**src/rtl/hex_scan_display_pkg.sv**
```systemverilog
// ============================================================================
// Module      : hex_scan_display_pkg
// Description : Shared segment encodings for the hex scan display driver.
//               Segment bit order: bit0=a, bit1=b, ... bit6=g; 1 = lit.
// Revision    : 1.0 - initial release
// ============================================================================
`default_nettype none

package hex_scan_display_pkg;

    localparam int SEG_W = 7;

    // Bit positions of the individual segments inside a segment code
    typedef enum logic [2:0] {
        SEG_A = 3'd0,
        SEG_B = 3'd1,
        SEG_C = 3'd2,
        SEG_D = 3'd3,
        SEG_E = 3'd4,
        SEG_F_BIT = 3'd5,
        SEG_G = 3'd6
    } seg_bit_e;

    localparam logic [SEG_W-1:0] SEG_BLANK = 7'b0000000;
    localparam logic [SEG_W-1:0] SEG_0     = 7'b0111111;
    localparam logic [SEG_W-1:0] SEG_1     = 7'b0000110;
    localparam logic [SEG_W-1:0] SEG_2     = 7'b1011011;
    localparam logic [SEG_W-1:0] SEG_3     = 7'b1001111;
    localparam logic [SEG_W-1:0] SEG_4     = 7'b1100110;
    localparam logic [SEG_W-1:0] SEG_5     = 7'b1101101;
    localparam logic [SEG_W-1:0] SEG_6     = 7'b1111101;
    localparam logic [SEG_W-1:0] SEG_7     = 7'b0000111;
    localparam logic [SEG_W-1:0] SEG_8     = 7'b1111111;
    localparam logic [SEG_W-1:0] SEG_9     = 7'b1101111;
    localparam logic [SEG_W-1:0] SEG_HEX_A = 7'b1110111;
    localparam logic [SEG_W-1:0] SEG_HEX_B = 7'b1111100; // lower-case b
    localparam logic [SEG_W-1:0] SEG_HEX_C = 7'b0111001;
    localparam logic [SEG_W-1:0] SEG_HEX_D = 7'b1011110; // lower-case d
    localparam logic [SEG_W-1:0] SEG_HEX_E = 7'b1111001;
    localparam logic [SEG_W-1:0] SEG_HEX_F = 7'b1110001;

endpackage

`default_nettype wire

```
**src/rtl/hex_scan_display_seg_decode.sv**
```systemverilog
// ============================================================================
// Module      : hex_seg_decode
// Description : Combinational 4-bit nibble to 7-segment code decoder.
// Revision    : 1.0 - initial release
// ============================================================================
`default_nettype none

module hex_seg_decode
    import hex_scan_display_pkg::*;
(
    input  logic [3:0]       nibble,
    output logic [SEG_W-1:0] seg
);

    // Table lookup of the hex glyph for one nibble
    always_comb begin
        seg = SEG_BLANK;
        case (nibble)
            4'h0: seg = SEG_0;
            4'h1: seg = SEG_1;
            4'h2: seg = SEG_2;
            4'h3: seg = SEG_3;
            4'h4: seg = SEG_4;
            4'h5: seg = SEG_5;
            4'h6: seg = SEG_6;
            4'h7: seg = SEG_7;
            4'h8: seg = SEG_8;
            4'h9: seg = SEG_9;
            4'hA: seg = SEG_HEX_A;
            4'hB: seg = SEG_HEX_B;
            4'hC: seg = SEG_HEX_C;
            4'hD: seg = SEG_HEX_D;
            4'hE: seg = SEG_HEX_E;
            4'hF: seg = SEG_HEX_F;
            default: seg = SEG_BLANK;
        endcase
    end

endmodule

`default_nettype wire

```
**src/rtl/hex_scan_display.sv**
```systemverilog
// ============================================================================
// Module      : hex_scan_display
// Description : Time-multiplexed, double-buffered 7-segment hex display
//               driver. One digit enabled at a time for SCAN_DIV cycles.
//               Optional leading-zero blanking with HEX_SCAN_LZB_EN.
// Revision    : 1.0 - initial release
// ============================================================================
`default_nettype none

module hex_scan_display
    import hex_scan_display_pkg::*;
#(
    parameter int NUM_DIGITS = 4,
    parameter int SCAN_DIV   = 50000
) (
    input  logic                    clk,
    input  logic                    rst_n,
    input  logic [4*NUM_DIGITS-1:0] value,
    input  logic [NUM_DIGITS-1:0]   dp_in,
    input  logic                    load,
`ifdef HEX_SCAN_LZB_EN
    input  logic                    blank_lz,
`endif
    output logic [SEG_W-1:0]        d7seg,
    output logic                    dp,
    output logic [NUM_DIGITS-1:0]   digit_sel,
    output logic                    frame_done
);

    localparam int VAL_W = 4 * NUM_DIGITS;
    localparam int IDX_W = (NUM_DIGITS > 1) ? $clog2(NUM_DIGITS) : 1;
    localparam int CNT_W = $clog2(SCAN_DIV);
    localparam logic [IDX_W-1:0] LAST_IDX = IDX_W'(NUM_DIGITS - 1);
    localparam logic [CNT_W-1:0] LAST_CNT = CNT_W'(SCAN_DIV - 1);

    logic [CNT_W-1:0]      cnt_q,          cnt_d;
    logic [IDX_W-1:0]      idx_q,          idx_d;
    logic [VAL_W-1:0]      pend_val_q,     pend_val_d;
    logic [NUM_DIGITS-1:0] pend_dp_q,      pend_dp_d;
    logic                  pend_valid_q,   pend_valid_d;
    logic [VAL_W-1:0]      disp_val_q,     disp_val_d;
    logic [NUM_DIGITS-1:0] disp_dp_q,      disp_dp_d;
    logic [SEG_W-1:0]      d7seg_q,        d7seg_d;
    logic                  dp_q,           dp_d;
    logic [NUM_DIGITS-1:0] digit_sel_q,    digit_sel_d;
    logic                  frame_done_q,   frame_done_d;

    logic                  w_slot_end;
    logic                  w_frame_end;
    logic [3:0]            w_cur_nibble;
    logic [SEG_W-1:0]      w_cur_seg;
    logic                  w_blank;

    assign w_cur_nibble = disp_val_q[{idx_q, 2'b00} +: 4];

    hex_seg_decode u_seg_decode (
        .nibble (w_cur_nibble),
        .seg    (w_cur_seg)
    );

`ifdef HEX_SCAN_LZB_EN
    // w_zero_from[i]: digit i and every higher digit hold zero
    logic [NUM_DIGITS-1:0] w_zero_from;

    for (genvar gi = 0; gi < NUM_DIGITS; gi++) begin : g_zero_from
        assign w_zero_from[gi] = ~|disp_val_q[VAL_W-1:4*gi];
    end

    // Digit 0 is never blanked so a zero value still shows "0"
    assign w_blank = blank_lz && (idx_q != '0) && w_zero_from[idx_q];
`else
    assign w_blank = 1'b0;
`endif

    // Next-state: prescaler, digit index, pending/display buffers, outputs
    always_comb begin
        w_slot_end  = (cnt_q == LAST_CNT);
        w_frame_end = w_slot_end && (idx_q == LAST_IDX);

        cnt_d = w_slot_end ? '0 : cnt_q + 1'b1;
        idx_d = idx_q;
        if (w_slot_end) begin
            idx_d = w_frame_end ? '0 : idx_q + 1'b1;
        end

        // Last load wins; a load on the boundary edge stays pending
        pend_val_d   = load ? value : pend_val_q;
        pend_dp_d    = load ? dp_in : pend_dp_q;
        pend_valid_d = load ? 1'b1 : (w_frame_end ? 1'b0 : pend_valid_q);

        // Commit only at the frame boundary so a frame never tears
        disp_val_d = disp_val_q;
        disp_dp_d  = disp_dp_q;
        if (w_frame_end && pend_valid_q) begin
            disp_val_d = pend_val_q;
            disp_dp_d  = pend_dp_q;
        end

        digit_sel_d  = NUM_DIGITS'(1) << idx_q;
        d7seg_d      = w_blank ? SEG_BLANK : w_cur_seg;
        dp_d         = disp_dp_q[idx_q];
        frame_done_d = w_frame_end;
    end

    // State and registered outputs with synchronous active-low reset
    always_ff @(posedge clk) begin
        if (!rst_n) begin
            cnt_q        <= '0;
            idx_q        <= '0;
            pend_val_q   <= '0;
            pend_dp_q    <= '0;
            pend_valid_q <= 1'b0;
            disp_val_q   <= '0;
            disp_dp_q    <= '0;
            d7seg_q      <= SEG_BLANK;
            dp_q         <= 1'b0;
            digit_sel_q  <= '0;
            frame_done_q <= 1'b0;
        end else begin
            cnt_q        <= cnt_d;
            idx_q        <= idx_d;
            pend_val_q   <= pend_val_d;
            pend_dp_q    <= pend_dp_d;
            pend_valid_q <= pend_valid_d;
            disp_val_q   <= disp_val_d;
            disp_dp_q    <= disp_dp_d;
            d7seg_q      <= d7seg_d;
            dp_q         <= dp_d;
            digit_sel_q  <= digit_sel_d;
            frame_done_q <= frame_done_d;
        end
    end

    assign d7seg      = d7seg_q;
    assign dp         = dp_q;
    assign digit_sel  = digit_sel_q;
    assign frame_done = frame_done_q;

endmodule

`default_nettype wire

```
**config.mk**
```make
export PLATFORM = sky130hd
export DESIGN_NAME = hex_scan_display
export DESIGN_NICKNAME = d
export VERILOG_FILES = /design/src/rtl/hex_scan_display_pkg.sv /design/src/rtl/hex_scan_display_seg_decode.sv /design/src/rtl/hex_scan_display.sv
export SDC_FILE = /design/constraint.sdc
export NUM_CORES = 1
export LEC_CHECK = 0
export BUFFER_PORTS_ARGS = -buffer_cell sky130_fd_sc_hd__buf_4
export CAP_MARGIN = 25
export CORE_MARGIN = 5
export CORE_UTILIZATION = 46
export CTS_BUF_LIST = sky130_fd_sc_hd__clkbuf_2 sky130_fd_sc_hd__clkbuf_4 sky130_fd_sc_hd__clkbuf_8
export DETAILED_ROUTE_END_ITERATION = 7
export PLACE_DENSITY = 0.66
export SYNTH_ARGS = -nofsm -noshare
export SYNTH_HDL_FRONTEND = slang
export SYNTH_HIERARCHICAL = 1
export SYNTH_SLANG_ARGS = --single-unit
```
**constraint.sdc**
```tcl
create_clock -name clk -period 4.4 [get_ports clk]
set_input_delay 1.1 -clock clk [delete_from_list [all_inputs] [get_ports clk]]
set_output_delay 1.1 -clock clk [all_outputs]
set_load 0.1 [all_outputs]
```
==> results of run 1 <==
## kinds of logic (layout without fill, tap and decap cells)
kind of cell	after synthesis	in the layout
buffers and inverters	27	61
adders and majority gates	9	9
AOI/OAI and AO/OA	15	15
DFF	72	72
and+or+nand+nor	128	128
xor gates and xnor gates	12	12
muxes	52	52
## layout make-up
type | instances | area, um^2 | share of cell area [%]
multi-input cells | 216 | 1560 | 43.0
well taps | 80 | 100 | 2.77
clock buffers | 9 | 124 | 3.42
clock inverters | 7 | 95.1 | 2.63
flip-flops and latches | 72 | 1440 | 39.8
inverters | 9 | 33.8 | 0.933
repair buffers | 36 | 270 | 7.47
## cells in the final DEF, fill, tap and decap left out, types with 4 or more instances in the layout
master	count
a22oi_1	4
mux4_2	5
dfxtp_1	72
ha_1	9
nand2_1	50
inv_1	8
and2_1	8
buf_4	36
nand3_1	5
o21ai_0	5
nor2_1	18
and3_1	4
xnor2_1	10
nor2b_1	23
mux2i_1	43
clkbuf_8	9
## layer usage
layer / vias to the layer above / track usage [%] / wire length [um]
li1: 1115 / - / -
met1: 978 / 16.6 / 2550
met2: 33 / 20.8 / 2350
met3: 7 / 5.85 / 268
met4: 0 / 5.32 / 93
met5: - / 0 / 0
## power by group through the flow
stage | logic, mW | registers [mW] | clock network [mW]
after global placement | 0.0894 | 0.693 | 0
after floorplan | 0.0403 | 0.716 | 0
final | 0.0892 | 0.678 | 0.565
after CTS | 0.0905 | 0.678 | 0.586
after detailed placement | 0.0904 | 0.693 | 0
after global routing | 0.0976 | 0.680 | 0.619
## critical path, cell delays in order, from the launching register on
cell and delay (ps):
dfxtp_1 600, mux4_2 610, inv_1 170, ha_1 260, inv_1 60, mux4_2 440
and2_1 160
## final timing paths
check | start | to | slack, ps | cells past startpoint
setup / recovery | idx_q[0] | d7seg[3] | 1980 | 6
hold reg to reg | pend_dp_q[2] | disp_dp_q[2] | 460 | 2
hold / removal | pend_dp_q[2] | disp_dp_q[2] | 460 | 2
setup reg to reg | idx_q[0] | d7seg[3] | 1980 | 6
## stage by stage
| stage | worst slack (ps) | cell area (um^2) | util [%] | hold WS [ps] |
|---|---|---|---|---|
| floorplan | 2060 | 3120 | - | 426 |
| global placement | 1970 | 3400 | 50.9 | 438 |
| detailed placement | 1930 | 3400 | 50.9 | 448 |
| CTS | 1950 | 3620 | 54.2 | 463 |
| global route | 1810 | 3620 | 54.2 | 477 |
| finish | 1980 | 3620 | 54.2 | 461 |
## registers in the layout (all words and copies together), names as in the netlist, 2 cells and up
signal and cells:
cnt_q 16, d7seg 7, digit_sel 4, disp_dp_q 4, disp_val_q 16, idx_q 2, pend_dp_q 4, pend_val_q 16
==> results.md, run 1 <==
Power:
- Internal power comes to 1.02 mW.
- The worst-case IR drop observed on VDD is 207 uV.
- In this run the power density over the cells is 368 nW/um^2.
- Per report_power, the clock group accounts for 42.4% of the total.
- In this run switching power makes up 23.1% of total power.
- Summing internal, switching and leakage power gives 1.33 mW.
- Combinational logic burns 6.7% of the power.
- Sequential cells burn 50.9% of the power.
- The total net switching power is 0.308 mW.
- For this design the static power due to leakage is 1.42 nW.

STA:
- The setup-violating endpoint count in the final report is 0.
- The setup TNS after final layout is 0 ps.
- The max-slew headroom at the worst pin is 56.6%.
- The final hold violation count is 0.
- The part of the cycle the worst path needs is 55.0%.
- The worst-margin pin slew is 651 ps.
- The post-layout minimum cycle time is 2420 ps.
- Setup repair after global routing left no endpoint under its margin.
- The final clock skew is 10.7 ps.
- The maximum frequency from static timing analysis is 0.413 GHz.
- The max-slew violation count came to 0.

Global routing:
- Global routing finished with a remaining overflow of 0.
- The initial antenna violation count was 0.
- The first global-routing pass estimated 9230 um of wire.
- For this run, the total global-route usage over all layers was measured as 13.5%.
- The via count of the first global-routing pass came to 2100.
- Entering global routing, the biggest net connects 79 pins.

Route:
- Before antenna repair, the detailed router went through 4 iterations.
- The final routed wire length divided by cell count is 12.3 um.
- Summed over all layers, the routed wires come to 5270 um.
- The initial detailed-routing violation count is 74.
- The total DRC errors in the routed layout is 0.
- The count of nets left with antenna violations once routing finished came out at 0.
- The via density per instance is 4.97.
- The routed layout has 2133 vias.

Synthesis:
- The number of synthesized flops with an enable pin is 0.
- The post-synthesis net count is 347.
- The fraction of the mapped netlist area in simple logic gates is 20.9%.
- Yosys printed 6 warnings.
- A synthesized cell averages 9.91 um^2.
- The portion of netlist area occupied by mux cells is 18.8%.
- The most common cell in the netlist is dfxtp_1.
- After Yosys synthesis, full adders, half adders and majority gates account for 3.61% of the synthesized area.
- The cell count after synthesis came out at 315.
- Counting distinct cell types in the post-synthesis netlist gives 38.
- By count the netlist is led by dfxtp_1 (72), nand2_1 (50), mux2i_1 (43), nor2b_1 (23), nor2_1 (19).
- Among all flip-flop cells after synthesis, the most frequent one is dfxtp_1.
- The xor and xnor fraction of the mapped netlist area is 3.37%.
- By area the synthesized netlist is led by dfxtp_1 (46%), mux2i_1 (14%), nand2_1 (6.0%).
- Summing the sequential cell areas from Yosys gives 46.2% of the chip area.
- The proportion of synthesized flip-flops having asynchronous set or reset is 0%.
- The post-synthesis cell area is 3120 um^2.
- Of all cell types, the one taking the most synthesized area is dfxtp_1.
- Summed over its instances, the top area cell type makes up 46.2% of the synthesized netlist area.
- Summing the areas of all compound-gate instances in the mapped netlist gives 3.01% of the synthesized area.
- In this run, synthesis produced a sequential element count of 72.
- After synthesis, the largest family of logic cells by area is simple AND/OR/NAND/NOR gates.

Clock tree:
- The post-cts hold buffer count is 0.
- In this run the clock root is driven by a clkbuf_8.
- The number of buffers inserted by post-CTS setup repair is 0.
- The CTS tree is done.
- The number of clock buffers added by TritonCTS is 9.
- The number of clock sinks is 72.
- Gates resized during post-CTS repair numbered 0.
- Clock latency on the worst-skew pair, taken at its later pin, is 340 ps.
- The maximum count of clock buffers along a single path is 2.
- The clock transition at the registers of the reported paths is 80 ps.
- CTS built an H-tree with a depth of 3.

Layout:
- The filler cell count is 615.
- The final layout contains 376 nets.
- The count of non-filler cells in the finished layout is 429.
- In the final layout, the share of cells above drive strength 1 is 19.5%.
- Relative to the synthesized area, the layout overhead comes to 16.0%.
- 0 antenna diodes ended up in the layout.

Die:
- The floorplan step defined a die boundary enclosing 8530 um^2.
- The core area is 6680 um^2.
- For this design the top-level I/O count stands at 36.
- From left edge to right edge, the die measures 92.4 um.
- The y dimension of the die is 92.4 um.
- The effective utilization at floorplan is 46.7%.
- The cell row count is 30.

Place:
- The final estimated routing congestion in global placement is 0.757.
- The count of input and output buffers is 35.
- The number of placed instances, taps included, is 413.
- The half-perimeter wire length after placement is 3630 um.

Outcome:
- The run finished with clean final reports.

Critical path:
- The type of origin of the critical path is a register.
- The arrival time at the worst endpoint is 2650 ps.
- The path type of the worst setup path is register to register.
- STA classifies the critical path endpoint as a register.
- The required time of the critical path is 4630 ps.
- The maximum fanout along the worst path is 11.

Worst hold path:
- The worst hold path belongs to the class register to register.

Run:
- The count of max-cap constraint violations is 0.
(Power assumes the default switching activity.)
==> run 2, diff against run 1 <==
- PLACE_DENSITY: 0.66 -> 0.69
- clock period: 4.4 -> 2.2 ns (I/O delays scaled with it)
==> run 2 against run 1 <==
Final area rose by 0.38%; combinational power grew 110%; sequential power is 100% higher; utilization up 0.21 points; non-clock buffer count grew 9; global-route usage grew 0.21 points; first-iteration DRC count increased by 54%; sequential share of layout area fell by 0.12 points; sequential cell count is the same; count of clock-buffer cells in the layout unchanged.
==> results.md, run 2 (same netlist as run 1, synthesis figures left out) <==
Route:
- After detailed routing, the number of remaining DRC violations is 0.
- The via density per instance is 4.97.
- The final routed wire length divided by cell count is 12.6 um.
- For this block, the initial DRC count from the detailed router was 114.
- The total wire length after detailed routing is 5490 um.
- The number of detailed-route iterations in the first pass is 4.
- The final route contains 2171 vias.
- The post-route antenna net violation count is 0.

Critical path:
- The category of the worst setup path capture point is a register.
- The worst register-to-register path begins at idx_q[0].
- The minimum setup slack among reg-to-reg paths is 160 ps.
- The path depth of the worst reg2reg path is 6.
- The critical path is of the register to register type.
- The most critical setup path has its startpoint at idx_q[0].
- The endpoint of the most critical setup path is d7seg[3].
- Of all nets on the critical path, the largest fanout is 5.
- STA classifies the critical path startpoint as a register.
- Data on the critical path is required at its endpoint by 2430 ps.
- The arrival time at the worst endpoint is 2270 ps.
- The endpoint identified for the worst register-to-register timing path is d7seg[3].

Die:
- The cell row count is 30.
- The die outline area is 8530 um^2.
- Once the floorplan was initialized, standard cells occupied 46.7% of the core.
- The y dimension of the die is 92.4 um.
- The count of boundary I/O pins is 36.
- The core area is 6680 um^2.
- The die boundary width is 92.4 um.

Clock tree:
- The number of clock sinks is 72.
- Counting along the longest clock path gives a buffer depth of 2.
- The number of buffers inserted by post-CTS setup repair is 0.
- At the later pin of the worst-skew pair, clock insertion delay measures 340 ps.
- The clock transition at the registers of the reported paths is 70 ps.
- The H-tree depth reported by CTS is 3.
- The root buffer selected by CTS is clkbuf_8.
- In this run, post-CTS hold repair placed 0 buffers.
- Gates resized during post-CTS repair numbered 0.
- Buffers inserted during clock tree synthesis total 9.
- TritonCTS built the clock tree.

Power:
- Net switching is 25.0% of the power.
- The design draws 2.41 mW.
- The worst-case IR drop observed on VDD is 354 uV.
- The clock network burns 36.2% of the power.
- The internal power contribution is 1.81 mW.
- For this design the ratio of total power to cell area is 664 nW/um^2.
- The fraction of power consumed by combinational cells is 7.6%.
- The proportion of power drawn by flip-flops and latches is 56.2%.
- In this run the power spent charging and discharging nets is 0.604 mW.
- The leakage dissipation is 1.45 nW.

STA:
- For the final database, setup skew stands at 10.8 ps.
- The setup TNS after final layout is 0 ps.
- Dividing the final minimum period by the clock period gives 92.5%.
- Static timing analysis puts the maximum clock frequency at 0.491 GHz.
- The final hold violation count came to 0.
- The worst-margin pin slew is 441 ps.
- The max-slew violation count is 0.
- For the finished layout, the period the worst path requires is 2040 ps.
- Setup repair after global routing left no endpoint under its margin.
- The setup-violating endpoint count in the final report is 0.
- The worst hold margin is 454 ps.
- Measured against its own limit, the worst slew margin works out to 70.6%.

Place:
- The half-perimeter wire length after placement is 3850 um.
- After detailed placement, the total cell area comes to 3470 um^2.
- The final estimated routing congestion in global placement is 0.824.
- Buffers placed on the I/O ports in this run total 35.

Global routing:
- The initial antenna violation count is 0.
- The first-pass GRT wire length is 9340 um.
- The total routing resource utilization after global routing is 13.7%.
- After global routing the overflow that remains totals 0.
- The via count of the first global-routing pass came to 2102.
- Entering global routing, the biggest net connects 54 pins.

Layout:
- The layout net count is 385.
- Once layout is complete, the utilization of the core stands at 54.4%.
- The most frequent standard cell in the layout excluding fill and tap cells is dfxtp_1.
- In the layout the commonest cells are dfxtp_1 (71), nand2_1 (50), buf_4 (45).
- 0 antenna diodes ended up in the layout.
- The finished cells cover 3630 um^2.
- The largest registers in the layout are cnt_q (16), disp_val_q (16), pend_val_q (16).
- The layout cell share with drive strength beyond 1 is 22.1%.
- The layout-stage area growth over the synthesis result is 16.4%.

Worst hold path:
- The worst min-delay path category is register to register.

Run:
- The count of max-cap constraint violations is 0.

Outcome:
- The run finished with clean final reports.
run 2: worst min-delay path by stage:
| stage | to | depth (start not counted) | slack [ps] | start |
|---|---|---|---|---|
| CTS | pend_val_q[9] | 3 | 450 | value[9] |
| finish | disp_val_q[15] | 2 | 450 | disp_val_q[15] |
| global route | pend_val_q[1] | 3 | 460 | value[1] |
| detailed placement | cnt_q[0] | 1 | 450 | cnt_q[0] |
| floorplan | cnt_q[0] | 1 | 430 | cnt_q[0] |
| global placement | cnt_q[0] | 1 | 440 | cnt_q[0] |
run 2: final cells by class:
| cell class | count | area, um^2 |
|---|---|---|
| fillers | 609 | 3050 |
| multi-input cells | 216 | 1560 |
| flip-flops and latches | 72 | 1440 |
| repair buffers | 45 | 338 |
| clock buffers | 9 | 124 |
| well taps | 80 | 100 |
| clock inverters | 6 | 37.5 |
| inverters | 9 | 33.8 |
run 2: metal layers:
layer	up-vias	global-route usage [%]	share of wire [%]
met2	33	21.6	47
met5	-	0	0
met1	996	17.3	48
met3	6	3.82	4.0
li1	1136	-	-
met4	0	6.68	1.5
run 2: power by group through the flow:
stage / Combinational, mW / Clock (mW) / Sequential [mW]
3_3_place_gp: 0.183 / 0 / 1.39
2_1_floorplan: 0.0806 / 0 / 1.43
3_5_place_dp: 0.186 / 0 / 1.39
4_1_cts: 0.186 / 0.908 / 1.36
5_1_grt: 0.199 / 0.963 / 1.36
6_report: 0.184 / 0.875 / 1.36
run 2: stage by stage:
stage,cells,setup WS [ps]
global placement,422,112
detailed placement,422,36.8
global route,437,68.9
finish,437,164
CTS,437,7.16
floorplan,315,19.1
run 2: critical path, stage by stage (launching register included):
cell	delay (ps)
dfxtp_2	370
mux4_2	570
inv_2	130
ha_2	220
inv_1	50
mux4_2	430
and2_1	160
==> run 3, diff against run 2 <==
- CORE_ASPECT_RATIO: not set -> 1.25
==> run 3 against run 2 <==
Sequential cell count unchanged; final area rose by 1.5%; non-clock buffer count is 4 lower; wire length fell by 2.4%; combinational power decreased by 2%; critical path depth unchanged.
==> results.md, run 3 (same netlist as run 1, synthesis figures left out) <==
Clock tree:
- The number of clock buffers added by TritonCTS is 9.
- After clock tree synthesis, the flow added hold-fix buffers numbering 0.
- TritonCTS built the clock tree.
- The H-tree depth reported by CTS is 3.
- The clock passes through at most 2 buffers.
- The root buffer selected by CTS is clkbuf_8.
- The number of buffers inserted by post-CTS setup repair is 0.
- After clock tree synthesis, the repair step resized 0 gates.
- The clock latency reported for the late side of the worst-skew pair is 350 ps.
- The clock transition at the registers of the reported paths is 80 ps.
- The number of clock sinks is 72.

Layout:
- The filler cells instantiated in the layout total 599.
- The antenna diode count is 0.
- In the final layout, the registers with the most flip-flops are cnt_q (16), disp_val_q (16), pend_val_q (16).
- The final cell area excluding filler cells is 3690 um^2.
- The layout-stage area growth over the synthesis result is 18.2%.
- Leaving out fill and tap cells, the most frequent cell in the layout is dfxtp_1.
- In the final layout, the share of cells above drive strength 1 is 21.5%.
- The multi-input combinational cells in the finished layout cover a total of 1560 um^2.
- The layout net count is 381.
- In the final layout, flip-flops and latches occupy 1440 um^2.
- The count of non-filler cells in the finished layout is 441.
- In the layout the commonest cells are dfxtp_1 (71), nand2_1 (50), mux2i_1 (43).

STA:
- The max-slew headroom at the worst pin is 67.5%.
- Setup repair after global routing left no endpoint under its margin.
- The max-slew violation count is 0.
- The final hold violation count is 0.
- The routed design could run at a clock period as short as 2030 ps.
- The setup TNS after final layout is 0 ps.
- For the pin with the worst max-slew slack, the measured transition is 487 ps.
- The setup-violating endpoint count in the final report is 0.
- For this run, the top clock speed supported by timing is 0.492 GHz.
- On the final layout, the worst clock skew is 13.3 ps.
- Dividing the final minimum period by the clock period gives 92.4%.

Route:
- The routed layout has 2149 vias.
- The post-route antenna net violation count is 0.
- The initial detailed-routing violation count is 56.
- The via density per instance is 4.87.
- After detailed routing, the number of remaining DRC violations is 0.
- The number of detailed-route iterations in the first pass is 4.
- The total wire length after detailed routing is 5360 um.
- Dividing the detail-routed wire length by the instance count gives 12.2 um.

Power:
- Summed over all nets, the switching power comes to 0.604 mW.
- The areal power density over the cells is 730 nW/um^2.
- The leakage dissipation is 1.45 nW.
- Net switching is 22.4% of the power.
- The proportion of power drawn by flip-flops and latches is 50.3%.
- The internal portion of the total power is 2.09 mW.
- The worst IR drop on VDD is 512 uV.
- The total power is 2.69 mW.
- The clock network burns 43.0% of the power.
- The share of total power dissipated in combinational logic is 6.7%.

Die:
- The core area is 6610 um^2.
- For this configuration, the core starts out at a cell density of 47.2%.
- The die boundary width is 83.7 um.
- The die is 102 um tall.
- In this run the count of I/O pins placed on the die edge is 36.
- The die covers 8540 um^2.
- The initialized floorplan defines 33 standard-cell rows.

Run:
- The count of max-cap constraint violations is 0.

Place:
- The number of placed instances, taps included is 425.
- In this run the cell area measured after placement is 3460 um^2.
- The final estimated routing congestion in global placement is 0.755.
- The half-perimeter wire length after placement is 3750 um.
- Port buffering added 35 buffers.

Critical path:
- The category of the worst setup path capture point is a register.
- Along the worst path, the maximum fanout reaches 5.
- The arrival time at the worst endpoint is 2270 ps.
- The critical path is of the register to register type.
- The required time of the critical path is 2440 ps.
- The type of origin of the critical path is a register.

Global routing:
- The largest net degree at the start of global routing is 51.
- For this run the aggregate overflow at the end of global routing stands at 0.
- The first-pass GRT wire length is 9320 um.
- Across every metal layer, demand over resource in global routing totals 13.6%.
- The via count of the first global-routing pass is 2086.
- The initial antenna violation count is 0.

Worst hold path:
- The worst hold path belongs to the class register to register.

Outcome:
- The run finished with clean final reports.
[run 3: cell count changes in the layout (fill, tap and decap cells not counted)]
cell / before / now
clkinv_4: 2 / 0
buf_4: 45 / 40
clkbuf_4: 0 / 1
clkinvlp_4: 0 / 2
clkbuf_8: 9 / 10
clkinv_2: 4 / 1
buf_12: 0 / 1
bufinv_16: 0 / 2
[run 3: worst paths after layout]
kind,from,end,slack [ps],depth (start not counted)
worst max-delay path,idx_q[0],d7seg[3],170,6
worst min-delay path,pend_val_q[1],disp_val_q[1],460,2
worst min register to register,pend_val_q[1],disp_val_q[1],460,2
worst max register to register,idx_q[0],d7seg[3],170,6
[run 3: final cells by class]
class | instances | area share, %
Clock buffer | 11 | 3.93
Clock inverter | 5 | 2.17
Inverter | 9 | 0.916
Multi-Input combinational cell | 216 | 42.2
Sequential cell | 72 | 39.1
Tap cell | 87 | 2.95
Timing Repair Buffer | 41 | 8.68
[run 3: metal layers]
metal | track usage (%) | vias up | wire [um]
met5 | 0 | - | 0
met4 | 7.05 | 0 | 119
met3 | 3.95 | 9 | 187
met2 | 22.2 | 32 | 2580
met1 | 16.5 | 987 | 2480
li1 | - | 1121 | -
[run 3: power groups by stage]
stage	clock network, mW	logic, mW	registers (mW)
floorplan	0	0.0806	1.43
global placement	0	0.180	1.39
detailed placement	0	0.183	1.39
CTS	1.19	0.183	1.36
global route	1.24	0.197	1.36
finish	1.16	0.180	1.36
[run 3: through the flow]
step / hold slack, ps / worst slack, ps / util, %
finish: 458 / 167 / 55.8
CTS: 451 / 5.48 / 55.8
detailed placement: 450 / 4.24 / 52.4
floorplan: 426 / 19.1 / -
global placement: 443 / 88.0 / 52.4
global route: 463 / 60.8 / 55.8
[run 3: critical path: stages, from the launching register on]
cell and delay [ps]:
dfxtp_2 380, mux4_2 570, inv_2 130, ha_2 220, inv_1 40, mux4_2 430
and2_1 160
